`config.mk`:
```
export PLATFORM = sky130hd
export DESIGN_NAME = bridge_occupancy_counter
export DESIGN_NICKNAME = d
export VERILOG_FILES = /design/src/rtl/bridge_occupancy_counter.sv
export SDC_FILE = /design/constraint.sdc
export NUM_CORES = 1
export LEC_CHECK = 0
export ABC_AREA = 1
export CORE_UTILIZATION = 45
export CTS_BUF_LIST = sky130_fd_sc_hd__clkbuf_2
export CTS_CLUSTER_DIAMETER = 30
export DETAILED_ROUTE_END_ITERATION = 8
export GPL_TIMING_DRIVEN = 0
export HOLD_SLACK_MARGIN = 0.06
export PLACE_DENSITY = 0.72
export SYNTH_ARGS = -nofsm -noshare
export SYNTH_HDL_FRONTEND = slang
export SYNTH_SLANG_ARGS = --single-unit
```
`constraint.sdc`:
```
create_clock -name Clk -period 2.2 [get_ports Clk]
set_clock_uncertainty 0.05 [all_clocks]
set_input_delay 0.33 -clock Clk [delete_from_list [all_inputs] [get_ports Clk]]
set_output_delay 0.33 -clock Clk [all_outputs]
set_load 0.01 [all_outputs]
```
`src/rtl/bridge_occupancy_counter.sv`:
```
// Drawbridge deck occupancy counter with entry gating and lift-clear handshake.
// Optional macro SENSOR_SYNC_EN adds a 2-flop synchroniser on each car sensor.
module bridge_occupancy_counter #(
  parameter int CNT_W      = 6,
  parameter int CAPACITY   = 40,
  parameter int CLEAR_HOLD = 8
) (
  input  logic             Clk,
  input  logic             Reset,
  input  logic             CarIn,
  input  logic             CarOut,
  input  logic             LiftReq,
  input  logic             ClearErr,
  output logic [CNT_W-1:0] Count,
  output logic             ExistCar,
  output logic             Full,
  output logic             GateOpen,
  output logic             LiftOk,
  output logic             Overflow,
  output logic             Underflow,
  output logic             Intrusion
);

  localparam int HOLD_W = $clog2(CLEAR_HOLD + 1);
  localparam logic [CNT_W-1:0]  CAP      = CNT_W'(CAPACITY);
  localparam logic [HOLD_W-1:0] HOLD_MAX = HOLD_W'(CLEAR_HOLD);

  typedef enum logic [1:0] {OPEN, DRAINING, CLEAR} state_t;

  state_t            state, stateNext;
  logic [HOLD_W-1:0] holdCnt, holdNext;
  logic              carInS, carOutS, prevIn, prevOut, inEdge, outEdge;
  logic [CNT_W-1:0]  countNext;
  logic              ovSet, unSet, gateNext, liftNext;

  function automatic logic [HOLD_W-1:0] holdInc(input logic [HOLD_W-1:0] h);
    return (h >= HOLD_MAX) ? HOLD_MAX : h + HOLD_W'(1);
  endfunction

`ifdef SENSOR_SYNC_EN
  logic [1:0] syncIn, syncOut;

  always_ff @(posedge Clk or negedge Reset) begin
    if (!Reset) begin
      syncIn  <= 2'b11;
      syncOut <= 2'b11;
    end else begin
      syncIn  <= {syncIn[0], CarIn};
      syncOut <= {syncOut[0], CarOut};
    end
  end

  assign carInS  = syncIn[1];
  assign carOutS = syncOut[1];
`else
  assign carInS  = CarIn;
  assign carOutS = CarOut;
`endif

  // Edge detect: prev flops reset high so a sensor held through reset is not a car
  assign inEdge  = carInS & ~prevIn;
  assign outEdge = carOutS & ~prevOut;

  always_comb begin
    countNext = Count;
    ovSet     = 1'b0;
    unSet     = 1'b0;
    unique case ({inEdge, outEdge})
      2'b10: if (Count == CAP) ovSet = 1'b1;
             else              countNext = Count + CNT_W'(1);
      2'b01: if (Count == '0)  unSet = 1'b1;
             else              countNext = Count - CNT_W'(1);
      default: ;
    endcase
  end

  always_ff @(posedge Clk or negedge Reset) begin
    if (!Reset) begin
      prevIn    <= 1'b1;
      prevOut   <= 1'b1;
      Count     <= '0;
      ExistCar  <= 1'b0;
      Full      <= 1'b0;
      Overflow  <= 1'b0;
      Underflow <= 1'b0;
      Intrusion <= 1'b0;
    end else begin
      prevIn    <= carInS;
      prevOut   <= carOutS;
      Count     <= countNext;
      ExistCar  <= (countNext != '0);
      Full      <= (countNext == CAP);
      Overflow  <= ovSet | (Overflow & ~ClearErr);
      Underflow <= unSet | (Underflow & ~ClearErr);
      Intrusion <= (inEdge & ~GateOpen) | (Intrusion & ~ClearErr);
    end
  end

  always_ff @(posedge Clk or negedge Reset) begin
    if (!Reset) begin
      state    <= OPEN;
      holdCnt  <= '0;
      GateOpen <= 1'b1;
      LiftOk   <= 1'b0;
    end else begin
      state    <= stateNext;
      holdCnt  <= holdNext;
      GateOpen <= gateNext;
      LiftOk   <= liftNext;
    end
  end

  // Hold counter only accumulates empty cycles while draining with the request held
  always_comb begin
    stateNext = state;
    holdNext  = '0;
    unique case (state)
      OPEN: if (LiftReq) stateNext = DRAINING;
      DRAINING: begin
        if (!LiftReq) begin
          stateNext = OPEN;
        end else begin
          holdNext = (Count == '0) ? holdInc(holdCnt) : '0;
          if (holdNext == HOLD_MAX) stateNext = CLEAR;
        end
      end
      CLEAR: begin
        if (!LiftReq)    stateNext = OPEN;
        else if (inEdge) stateNext = DRAINING;
      end
      default: stateNext = OPEN;
    endcase
  end

  always_comb begin
    gateNext = (stateNext == OPEN);
    liftNext = (stateNext == CLEAR);
  end

endmodule
```
== Word level (Yosys, flattened, before mapping) ==
Cells that the tools add are included.

* Output and inout port bits: 13
* Word-level logic and storage cells: 58
* Register bits: 21

* $lt $le $gt $ge: 1
* Add/sub/neg operators: 3
* Bitwise gates (word level): 13
* Muxes and demuxes: 17
* Eq/ne operators: 8
* Reductions and logical operators: 4

{| class="wikitable"
|+ Operators by type and width
! cell !! number
|-
| 4-bit two-way mux || 4
|-
| 6-bit equality test, second input constant || 2
|-
| 6-bit two-way mux || 2
|-
| 6-bit case mux with 2 select lines || 1
|-
| 2-bit two-way mux || 5
|-
| 6-bit by 1-bit adder with 6-bit output, second input constant || 1
|-
| 1-bit AND || 6
|-
| 2-bit equality test, second input constant || 3
|-
| 6-bit logical NOT || 1
|-
| 2-bit case mux with 3 select lines || 1
|-
| 6-bit nonzero test || 1
|-
| 6-bit by 1-bit subtractor with 6-bit output, second input constant || 1
|-
| 4-bit by 1-bit adder with 4-bit output, second input constant || 1
|-
| 2-bit by 1-bit equality test with 1-bit output, second input constant || 2
|-
| 4-bit equality test, second input constant || 1
|-
| 4-bit greater-or-equal comparator, second input constant || 1
|-
| 2-bit logical NOT || 2
|-
| 1-bit two-way mux || 4
|-
| 1-bit inverter || 4
|-
| 1-bit OR || 3
|}

== Logic depth before layout (Yosys ltp) ==
* Word-level depth: 8
* Depth in mapped cells: 12
* Gate-level depth less buffers: 12

== Worst setup path after synthesis ==
OpenSTA, ideal clock, no wires.

* Kind: flip-flop to flip-flop
* Start: reg prevIn
* End: reg Full
* Stages on the path, launching flop included: 11
* Clock period less this slack: 1.803 ns
* Slack: 0.397 ns
* Data arrival time: 1.639 ns
* Path buffers: 0
* Cells stage by stage: dfstp_2 > nor2_1 > inv_1 > ha_1 > clkinv_1 > nand3_1 > nand2_1 > nand2_2 > nor2_2 > nand2_1 > nor2_2

* Word-level cells in the longest chain between the ends: 5
* Elaborated cells between the ends (all ways): 6
* Classes of those cells: eq/ne (3); mux (1); bitwise (2)

{| class="wikitable"
|+ Ends and longest elaborated chain
! element !! line !! RTL
|-
| start, declared || 32 || <nowiki>logic carInS, carOutS, prevIn, prevOut, inEdge, outEdge;</nowiki>
|-
| start signal, assigned || 88 || <nowiki>prevIn <= carInS;</nowiki>
|-
| 1-bit inverter (*) || 61 || <nowiki>assign inEdge = carInS & ~prevIn;</nowiki>
|-
| 1-bit AND (*) || 61 ||
|-
| 2-bit by 1-bit equality test with 1-bit output / 2-bit equality test (equally long branches) || 68 || <nowiki>unique case ({inEdge, outEdge})</nowiki>
|-
| 6-bit case mux with 2 select lines (*) || 68 ||
|-
| named net countNext[0] || 33 || <nowiki>logic [CNT_W-1:0] countNext;</nowiki>
|-
| 6-bit equality test (*) || 92 || <nowiki>Full <= (countNext == CAP);</nowiki>
|-
| end signal, assigned || 92 ||
|-
| end, declared || 16 || <nowiki>output logic Full,</nowiki>
|}

Mark *: on every way through the listed nets, which the timed path passes. The rest lies on a longest branch.

== Worst setup path in the final report ==
* Start: in CarIn
* End: reg Full

* Word-level cells in the longest chain between the ends: 4
* Elaborated cells between the ends (all ways): 5
* Classes of those cells: eq/ne (3); mux (1); bitwise (1)

{| class="wikitable"
|+ Ends and longest elaborated chain
! element !! line !! RTL
|-
| start, declared || 10 || <nowiki>input logic CarIn,</nowiki>
|-
| 1-bit AND (*) || 61 ||
|-
| 2-bit by 1-bit equality test with 1-bit output / 2-bit equality test (equally long branches) || 68 ||
|-
| 6-bit case mux with 2 select lines (*) || 68 ||
|-
| named net countNext[0] || 33 ||
|-
| 6-bit equality test (*) || 92 ||
|}

Marked as above.

==> metrics.cfg <==
[run_status]
status=finished, final reports clean

[drt]
first_pass_iters=4
wl_per_cell_um=11.8
vias=1095
detail-route-antenna-nets=0
via_per_inst=5.09
wl_um=2540
drt_iter0_drc=30
drc=0

[yosys]
synth-edff-count=0
ys_ff_latch=21
synth_area_mm2=0.00128
synthCells=163
yosysSeqAreaShare=0.413
synth_top_area_frac=0.351
synthFlopType=dfrtp_1
yosys_warnings=0
synthTopCellsByCount=nand2_1, inv_1, nand3_1
yosysUniqueCellTypes=25
yosysMostFrequentCell=nand2_1
synth_area_leaders=dfrtp_1, nand2_1, nand3_1
syn_nets=175
synth_top_cell_by_area=dfrtp_1
async_flop_share=1.00
synth_area_per_cell_um2=7.87

[layout]
design_area_mm2=0.00152
fin_nets=198
layout-drive-gt1-share=0.178
diodes=0
synthToLayoutAreaGrowth_pct=18.8

[worst_setup_path]
crit_start=CarIn
crit_arrival_ps=2280
crit_type=in -> reg
crit_end=Full$_DFF_PN0_
rrSetupSlack_ps=230
r2r-start=prevIn$_DFF_PN1_
critPathSlowestCell=clkdlybuf4s50_1
worst_r2r_path_depth=10
slowest_delay_ps=480
crit_top_cell=nor2_2
crit_chain=clkdlybuf4s50_1, inv_1, nor2_2, inv_1, ha_1, clkinv_2, nand3_1, nand2_1, nand2_2, nor2_2, nand2_1, nor2_2
reg2reg_to=Full$_DFF_PN0_
setup.worst_path.end_class=register
path_max_fanout=9
start_kind=primary input
required_ps=2420

[sta]
grt_setup_unrepaired=false
whs_ps=349
fin_crit_sh=0.939
maxSlewHeadroom=0.391
report.final.setup_viol=0
max_clock_freq_mhz=484
drv_slew=0
worst_slack_ps=135
period_needed_ps=2070
worstMarginPinSlew_ps=911
hold_viol=0

[pwr]
ir_drop_uv=479
internal_power_uw=709
leakagePower_nw=0.755
combPwrFrac=0.465
power_mw=1.21
clkPwrFrac=0.132
power_density_mw_per_mm2=797
p_seq_frac=0.403
switching_share=0.416
power.net_switching_uw=505

[global_route]
antenna_found_initial=0
grt_max_degree=22
grt.overflow.total=0
grt_pass1_wl_um=4700
grt_pass1_vias=1103
grtUsageTotal=0.190

[cts]
cts_buffers=3
cts_tree=yes
clk_pin_slew_worst_paths_ps=210
insertion_delay_ps=330
clock-sinks=21
root_buffer=clkbuf_2
cts_htree_levels=1
cts.path.max_buffers=2

[floorplanning]
ios=19
std_cell_rows=18
die-height_um=55.4
core_mm2=0.00259
start_util=0.495
fp.dieW_um=55.4
die_area_mm2=0.00307

[place]
hpwl_um=1940
placed_cell_area_mm2=0.00150
dp_slack_ps=-417
place_congestion=0.864
io_buffers=18

[hold_path]
hp-class=in -> reg

[run]
drv_cap=0

-- per-stage QoR --
step	util	cells	setup TNS, ps
after detailed placement	0.579	211	-1850
after CTS	0.587	215	0
after global placement	0.579	211	-1610
after global routing	0.588	215	0
final	0.588	215	0
after floorplan	-	163	0
-- routing by layer --
metal  wire length [um]  GRT usage  vias to the layer above  part of all wire
met5                  0          0                        -                 0
met4                 31     0.0821                        0             0.012
met3                 82     0.0351                        5             0.032
met2               1160      0.298                       21              0.46
met1               1270      0.258                      506              0.50
li1                   -          -                      563                 -
-- state kept, by name, indices dropped and copies added, names as in the netlist --
register and count:
Overflow 1, state 2, GateOpen 1, LiftOk 1, ExistCar 1, Count 6
holdCnt 4, Intrusion 1, prevOut 1, Full 1, Underflow 1, prevIn 1
-- kinds of logic (layout without fill, tap and decap cells) --
| logic type | after synthesis | count (layout) | share of synthesized area |
|---|---|---|---|
| DFF | 21 | 21 | 0.413 |
| AOI/OAI and AO/OA | 10 | 10 | 0.0498 |
| adders and majority gates | 6 | 6 | 0.0585 |
| xor gates and xnor gates | 2 | 2 | 0.0137 |
| buffers and inverters | 28 | 50 | 0.0907 |
| and+or+nand+nor | 96 | 96 | 0.375 |
-- cell type report --
cell class | instances | area (um^2)
plain buffers | 2 | 18.8
clock buffers | 3 | 15.0
clock inverters | 1 | 5.00
fillers | 232 | 1070
inverters | 26 | 98.8
multi-input cells | 114 | 639
flip-flops and latches | 21 | 529
well taps | 30 | 37.5
repair buffers | 18 | 180
-- power groups by stage --
stage,sequential [mW],combinational (mW),clock (mW)
finish,0.490,0.565,0.160
global route,0.499,0.636,0.177
CTS,0.489,0.565,0.165
detailed placement,0.497,0.562,0
global placement,0.496,0.550,0
floorplan,0.507,0.375,0
-- layout by cell type (no fill, tap or decap), types with 2 or more instances in the layout --
| cell type | instances |
|---|---|
| clkbuf_2 | 3 |
| clkdlybuf4s50_1 | 18 |
| clkinv_2 | 2 |
| dfrtp_1 | 18 |
| dfstp_2 | 3 |
| ha_1 | 6 |
| inv_1 | 22 |
| inv_2 | 2 |
| nand2_1 | 42 |
| nand2_2 | 9 |
| nand3_1 | 19 |
| nand3_2 | 2 |
| nand4_1 | 5 |
| nor2_1 | 8 |
| nor2_2 | 7 |
| o21ai_0 | 4 |
| o22ai_1 | 2 |
| o32ai_1 | 2 |
| xor2_1 | 2 |
-- how the worst min path moves through the flow --
| stage | cells after the start | slack [ps] | startpoint | end |
|---|---|---|---|---|
| global placement | 1 | 400 | holdCnt[3]$_DFF_PN0_ | holdCnt[0]$_DFF_PN0_ |
| global route | 1 | 360 | CarIn | prevIn$_DFF_PN1_ |
| detailed placement | 1 | 400 | holdCnt[3]$_DFF_PN0_ | holdCnt[0]$_DFF_PN0_ |
| finish | 1 | 350 | CarIn | prevIn$_DFF_PN1_ |
| floorplan | 0 | -20 | Reset | Count[0]$_DFF_PN0_ |
| CTS | 1 | 350 | CarIn | prevIn$_DFF_PN1_ |
-- critical path, delay by kind of cell --
kind                     cells  cell delay (ps)
buffers and inverters        4              780
adder cells (fa/ha/maj)      1              400
AND/OR/NAND/NOR              7              770
-- repair_timing --
item	4_1_cts	5_1_grt
setup endpoints to repair	2	2
pin swaps	0	0
setup buffers	0	0
hold buffers	0	0
resized for setup	1	1
(Power assumes the default switching activity.)
